### config.mk
export PLATFORM = sky130hd
export DESIGN_NAME = memory_port_arbiter
export DESIGN_NICKNAME = d
export VERILOG_FILES = /design/src/rtl/simple_mem_pkg.sv /design/src/rtl/mem_return_tracker.sv /design/src/rtl/memory_port_arbiter.sv
export SDC_FILE = /design/constraint.sdc
export NUM_CORES = 1
export LEC_CHECK = 0
export ABC_CLOCK_PERIOD_IN_PS = 2200
export CORE_UTILIZATION = 40
export DETAILED_ROUTE_END_ITERATION = 8
export PLACE_DENSITY = 0.8
export SLEW_MARGIN = 20
export SYNTH_ARGS = -nofsm -noshare
export SYNTH_HDL_FRONTEND = slang
export SYNTH_SLANG_ARGS = --single-unit
### constraint.sdc
create_clock -name clock -period 2.2 [get_ports clock]
set_clock_uncertainty 0.2 [all_clocks]
set_input_delay 0.55 -clock clock [delete_from_list [all_inputs] [get_ports clock]]
set_output_delay 0.55 -clock clock [all_outputs]
set_load 0.03 [all_outputs]
### src/rtl/simple_mem_pkg.sv
// Shared types and defaults for the memory port arbiter and its return tracker.
// Owner codes identify which requester a returning access belongs to.
package simple_mem_pkg;

    localparam int DEF_ADDR_W = 16;
    localparam int DEF_DATA_W = 16;

    typedef enum logic {
        OWN_FETCH = 1'b0,
        OWN_DATA  = 1'b1
    } owner_e;

    // One slot of the return pipeline: an access granted READ_LATENCY cycles earlier.
    typedef struct packed {
        logic   vld;
        owner_e owner;
        logic   is_write;
    } trk_entry_t;

    localparam int TRK_ENTRY_W = $bits(trk_entry_t);

endpackage : simple_mem_pkg

### src/rtl/mem_return_tracker.sv
// Fixed-depth shift register that follows each granted access until its memory
// read data is due, then presents owner and access type at the tail.
module mem_return_tracker
    import simple_mem_pkg::*;
#(
    parameter int DEPTH = 1
) (
    input  logic   clock,
    input  logic   resetN,
    input  logic   push_i,
    input  owner_e push_owner_i,
    input  logic   push_is_write_i,
    output logic   tail_vld_o,
    output owner_e tail_owner_o,
    output logic   tail_is_write_o,
    output logic   any_vld_o
);

    trk_entry_t stage_q [DEPTH];
    trk_entry_t stage_d [DEPTH];

    always_comb begin
        stage_d[0].vld      = push_i;
        stage_d[0].owner    = push_owner_i;
        stage_d[0].is_write = push_i & push_is_write_i;
        for (int i = 1; i < DEPTH; i++) begin
            stage_d[i] = stage_q[i-1];
        end
    end

    // Reset drops every in-flight access so none of them returns afterwards.
    always_ff @(posedge clock) begin
        if (!resetN) begin
            for (int i = 0; i < DEPTH; i++) begin
                stage_q[i] <= '0;
            end
        end else begin
            for (int i = 0; i < DEPTH; i++) begin
                stage_q[i] <= stage_d[i];
            end
        end
    end

    always_comb begin
        any_vld_o = 1'b0;
        for (int i = 0; i < DEPTH; i++) begin
            any_vld_o = any_vld_o | stage_q[i].vld;
        end
    end

    assign tail_vld_o      = stage_q[DEPTH-1].vld;
    assign tail_owner_o    = stage_q[DEPTH-1].owner;
    assign tail_is_write_o = stage_q[DEPTH-1].is_write;

endmodule : mem_return_tracker

### src/rtl/memory_port_arbiter.sv
// Shares one single-port synchronous memory between instruction fetch and load/store.
// Data side wins contention; a starvation counter forces a fetch grant after STARVE_LIMIT losses.
module memory_port_arbiter
    import simple_mem_pkg::*;
#(
    parameter int ADDR_W       = DEF_ADDR_W,
    parameter int DATA_W       = DEF_DATA_W,
    parameter int READ_LATENCY = 1,
    parameter int STARVE_LIMIT = 4
) (
    input  logic              clock,
    input  logic              resetN,
    input  logic              fReq,
    input  logic [ADDR_W-1:0] fAddr,
    output logic              fGnt,
    output logic              fValid,
    output logic [DATA_W-1:0] fRdata,
    input  logic              dReq,
    input  logic              dWe,
    input  logic [ADDR_W-1:0] dAddr,
    input  logic [DATA_W-1:0] dWdata,
    output logic              dGnt,
    output logic              dValid,
    output logic [DATA_W-1:0] dRdata,
    output logic [ADDR_W-1:0] memAddress,
    output logic [DATA_W-1:0] memData,
    output logic              memWren,
    input  logic [DATA_W-1:0] memQ,
    output logic              busy
);

    localparam int                CNT_W      = $clog2(STARVE_LIMIT + 1);
    localparam logic [CNT_W-1:0] STARVE_MAX = CNT_W'(STARVE_LIMIT);

    logic [CNT_W-1:0]  starve_q, starve_d;
    logic [ADDR_W-1:0] addr_q;
    logic [DATA_W-1:0] data_q;
    logic [DATA_W-1:0] f_rdata_q;
    logic [DATA_W-1:0] d_rdata_q;

    logic   f_gnt, d_gnt, any_gnt;
    logic   tail_vld, tail_is_write, any_vld;
    owner_e tail_owner;
    logic   f_ret, d_ret, d_load_ret;

    // Handshake: a requester holds xReq and its fields stable until xGnt; xReq & xGnt
    // in the same cycle is the accepted transfer. Grants are never raised without a request.
    always_comb begin
        f_gnt = 1'b0;
        d_gnt = 1'b0;
        if (resetN) begin
            if (dReq && !(fReq && starve_q == STARVE_MAX)) begin
                d_gnt = 1'b1;
            end else if (fReq) begin
                f_gnt = 1'b1;
            end
        end
    end

    assign any_gnt = f_gnt | d_gnt;

    always_comb begin
        starve_d = starve_q;
        if (!fReq || f_gnt) begin
            starve_d = '0;
        end else if (starve_q != STARVE_MAX) begin
            starve_d = starve_q + CNT_W'(1);
        end
    end

    mem_return_tracker #(
        .DEPTH (READ_LATENCY)
    ) u_tracker (
        .clock           (clock),
        .resetN          (resetN),
        .push_i          (any_gnt),
        .push_owner_i    (d_gnt ? OWN_DATA : OWN_FETCH),
        .push_is_write_i (d_gnt & dWe),
        .tail_vld_o      (tail_vld),
        .tail_owner_o    (tail_owner),
        .tail_is_write_o (tail_is_write),
        .any_vld_o       (any_vld)
    );

    // Returns are masked during reset so an access dropped by reset never surfaces.
    assign f_ret      = resetN & tail_vld & (tail_owner == OWN_FETCH);
    assign d_ret      = resetN & tail_vld & (tail_owner == OWN_DATA);
    assign d_load_ret = d_ret & ~tail_is_write;

    always_ff @(posedge clock) begin
        if (!resetN) begin
            starve_q  <= '0;
            addr_q    <= '0;
            data_q    <= '0;
            f_rdata_q <= '0;
            d_rdata_q <= '0;
        end else begin
            starve_q <= starve_d;
            if (d_gnt) begin
                addr_q <= dAddr;
                data_q <= dWdata;
            end else if (f_gnt) begin
                addr_q <= fAddr;
            end
            if (f_ret) begin
                f_rdata_q <= memQ;
            end
            if (d_load_ret) begin
                d_rdata_q <= memQ;
            end
        end
    end

    always_comb begin
        memAddress = '0;
        memData    = '0;
        memWren    = 1'b0;
        fRdata     = '0;
        dRdata     = '0;
        if (resetN) begin
            memAddress = d_gnt ? dAddr : (f_gnt ? fAddr : addr_q);
            memData    = d_gnt ? dWdata : data_q;
            memWren    = d_gnt & dWe;
            fRdata     = f_ret ? memQ : f_rdata_q;
            dRdata     = d_load_ret ? memQ : d_rdata_q;
        end
    end

    assign fGnt   = f_gnt;
    assign dGnt   = d_gnt;
    assign fValid = f_ret;
    assign dValid = d_ret;
    assign busy   = resetN & any_vld;

    a_one_grant : assert property (@(posedge clock) !(fGnt && dGnt));
    a_f_gnt_req : assert property (@(posedge clock) fGnt |-> fReq);
    a_d_gnt_req : assert property (@(posedge clock) dGnt |-> dReq);

endmodule : memory_port_arbiter

==> flow_metrics.env, run 1 <==
export IMPL_syn_mean_instance_area_um2=8.54
export IMPL_register_area_um2=1410
export IMPL_grt_max_degree=34
export IMPL_syn_area_um2=2820
export IMPL_violations="setup timing"
export IMPL_synthTopCellsByCount="nand2_1, dfxtp_1, o21ai_1"
export IMPL_layout_min_cycle_time_ns=2.68
export IMPL_wl_per_cell_um=26.4
export IMPL_hpwl_mm=5.46
export IMPL_synth_cell_types=24
export IMPL_wl_mm=16.6
export IMPL_power_frac_seq=0.373
export IMPL_synthMuxAreaShare=0.124
export IMPL_place_gp_congestion=0.726
export IMPL_nFillCells=171
export IMPL_synth_area_leader_cell="dfxtp_1"
export IMPL_max_cap_viol_count=0
export IMPL_finalHoldViolCount=0
export IMPL_relSlewSlack=0.830
export IMPL_setup_viol=68
export IMPL_clockBufferDepth=2
export IMPL_ys_async_sr_fraction=0
export IMPL_worst_slack_ns=-0.479
export IMPL_yosysMostFrequentCell="nand2_1"
export IMPL_synth_nets=401
export IMPL_path_cells="inv_2, ha_4, nand3_4, and2_4, buf_8, buf_12, mux2i_4, buf_6"
export IMPL_drive_gt1_frac=0.538
export IMPL_hold_class="reg2reg"
export IMPL_grt_pass1_wl_mm=18.5
export IMPL_grt_total_usage=0.333
export IMPL_rsz0062_at_grt="yes"
export IMPL_status="finished with violations"
export IMPL_cts_root_buf="clkbuf_8"
export IMPL_hold_ws_ns=0.313
export IMPL_critPathLaunchType="flop"
export IMPL_yosys_area_share_simple=0.226
export IMPL_grt_pass1_vias=3437
export IMPL_syn_to_final_growth_pct=127
export IMPL_irDropWorstVdd_v=0.000524
export IMPL_postRouteAntennaNets=0
export IMPL_fin_tns_setup_ns=-22.46
export IMPL_core_area_um2=6790
export IMPL_drtIter0Drc=240
export IMPL_cts_clk_slew_worst_paths_ns=0.10
export IMPL_ys_flop_type="dfxtp_1"
export IMPL_multiInputGateArea_um2=2210
export IMPL_tritoncts="done"
export IMPL_crit_slowest_cell="dfxtp_2"
export IMPL_cp_data_required_time_ns=1.45
export IMPL_p_total_mw=3.67
export IMPL_hp_start="d_rdata_q[6]"
export IMPL_die_h_um=85.9
export IMPL_critical_path_max_stage_delay_ns=0.36
export IMPL_synth_top_family_by_area="simple AND/OR/NAND/NOR gates"
export IMPL_crit_path_end_kind="output port"
export IMPL_startpoint="starve_q[1]"
export IMPL_synth_xor_area_frac=0
export IMPL_detail_route_vias_per_cell=5.86
export IMPL_p_sw_mw=1.17
export IMPL_fmax_mhz=373
export IMPL_yosysSeqAreaShare=0.497
export IMPL_tightestPinTransition_ns=0.254
export IMPL_ys_ff_latch=70
export IMPL_initial_core_util=0.415
export IMPL_gr_total_overflow=0
export IMPL_die_area_um2=7380
export IMPL_io_buffers=138
export IMPL_antenna_found_initial=0
export IMPL_synth_top_cell_area_share=0.497
export IMPL_synth_compound_area_frac=0.0897
export IMPL_p_per_area_nw_per_um2=572
export IMPL_cp_max_fo=7
export IMPL_swShare=0.319
export IMPL_placed_cells=559
export IMPL_syn_instance_count=330
export IMPL_synth_edf_count=0
export IMPL_firstDrtPassIters=5
export IMPL_final_nets=599
export IMPL_remaining_drc_errors=0
export IMPL_p_comb_frac=0.289
export IMPL_critical_path_class="reg2out"
export IMPL_num_vias=3684
export IMPL_fin_util=0.943
export IMPL_rows=30
export IMPL_intPower_mw=2.50
export IMPL_cts_inserted_buffers=9
export IMPL_leakage_nw=2.70
export IMPL_antennaDiodeCount=0
export IMPL_cp_arrival_ns=1.93
export IMPL_synth_area_leaders="dfxtp_1, nand2_1, o21ai_1"
export IMPL_synthAdderAreaFrac=0.00888
export IMPL_insertion_delay_ns=0.36
export IMPL_synth_warnings=0
export IMPL_htreeDepth=3
export IMPL_r2r_start="u_tracker.stage_q[0][0]"
export IMPL_die_w_um=85.9
export IMPL_clockPowerShare=0.339
export IMPL_stdcell_count=629
export IMPL_io_pins=139
export IMPL_slew_viol_final=0
export IMPL_cts_sinks=70
export IMPL_period_share=1.22
[worst max-delay path, delay by kind of cell, from the launching register on]
kind | cells | cell delay [ns]
buffers and inverters | 4 | 0.51
DFF | 1 | 0.36
muxes | 1 | 0.28
and+or+nand+nor | 2 | 0.24
adders and majority gates | 1 | 0.16
[layout make-up]
cell class,count,area share
timing repair buffer,215,0.381
multi-input combinational,230,0.345
clock buffer,9,0.0193
inverter,2,0.00117
tap,96,0.0187
sequential,70,0.220
clock inverter,7,0.0152
[stage by stage]
stage | setup slack (ns) | cell area [um2]
2_1_floorplan | -0.0844 | 3240
3_3_place_gp | -0.990 | 4700
3_5_place_dp | -1.03 | 4700
4_1_cts | -0.430 | 6090
5_1_grt | -0.519 | 6410
6_report | -0.479 | 6410
[power groups by stage]
stage / sequential, mW / combinational [mW] / clock [mW]
floorplan: 1.38 / 0.418 / 0
global placement: 1.38 / 0.707 / 0
detailed placement: 1.38 / 0.717 / 0
CTS: 1.35 / 0.918 / 1.18
global route: 1.37 / 1.08 / 1.30
finish: 1.37 / 1.06 / 1.24
[timing repair]
action / CTS / global route
hold buffers: 0 / 0
setup endpoints to repair: 68 / 69
gates resized for setup: 280 / 51
pin swaps: 37 / 32
buffers inserted: 26 / 23
cloned: 10 / 3
[cells by family (layout without fill, tap and decap cells)]
| group | Yosys count | count (layout) |
|---|---|---|
| compound gates | 50 | 50 |
| fa+ha+maj | 2 | 2 |
| buf+inv | 30 | 233 |
| flops | 70 | 70 |
| mux | 33 | 33 |
| simple gates | 145 | 145 |
[registers in the layout (all words and copies together), names as in the netlist]
name and count:
addr_q 16, d_rdata_q 16, data_q 16, f_rdata_q 16, starve_q 3, u_tracker.stage_q 3
[per-layer routing]
| layer | GRT usage | vias up | part of all wire |
|---|---|---|---|
| met3 | 0.0828 | 106 | 0.082 |
| li1 | - | 1506 | - |
| met5 | 0 | - | 0 |
| met4 | 0.147 | 0 | 0.080 |
| met2 | 0.626 | 301 | 0.50 |
| met1 | 0.348 | 1771 | 0.33 |
[path summary, 6_finish.rpt]
path | to | slack (ns) | depth (start not counted)
worst max-delay path | memData[12] | -0.48 | 8
worst min-delay path | d_rdata_q[6] | 0.31 | 2
worst max register to register | d_rdata_q[15] | 0.05 | 10
worst min register to register | d_rdata_q[6] | 0.31 | 2
[layout by cell type (no fill, tap or decap), types with 5 or more instances in the layout]
| cell | count |
|---|---|
| dfxtp_1 | 66 |
| clkbuf_8 | 9 |
| nand4_1 | 16 |
| buf_16 | 5 |
| buf_12 | 10 |
| nand2_1 | 78 |
| buf_6 | 79 |
| nand2_4 | 19 |
| nand2_2 | 16 |
| mux2_2 | 9 |
| clkdlybuf4s50_1 | 65 |
| buf_4 | 46 |
| mux2i_4 | 16 |
| mux2_1 | 7 |
| o21ai_4 | 47 |
Power figures use the tool's default switching activity.
==> run 2, diff against run 1 <==
--- a/config.mk
+++ b/config.mk
@@ -5,9 +5,9 @@
 export SDC_FILE = /design/constraint.sdc
 export NUM_CORES = 1
 export LEC_CHECK = 0
-export ABC_CLOCK_PERIOD_IN_PS = 2200
 export CORE_UTILIZATION = 40
 export DETAILED_ROUTE_END_ITERATION = 8
+export HOLD_SLACK_MARGIN = 0.1
 export PLACE_DENSITY = 0.8
 export SLEW_MARGIN = 20
 export SYNTH_ARGS = -nofsm -noshare
==> results of run 2 <==
Same layout as run 1: the final DEF is identical, and so are final timing and power.
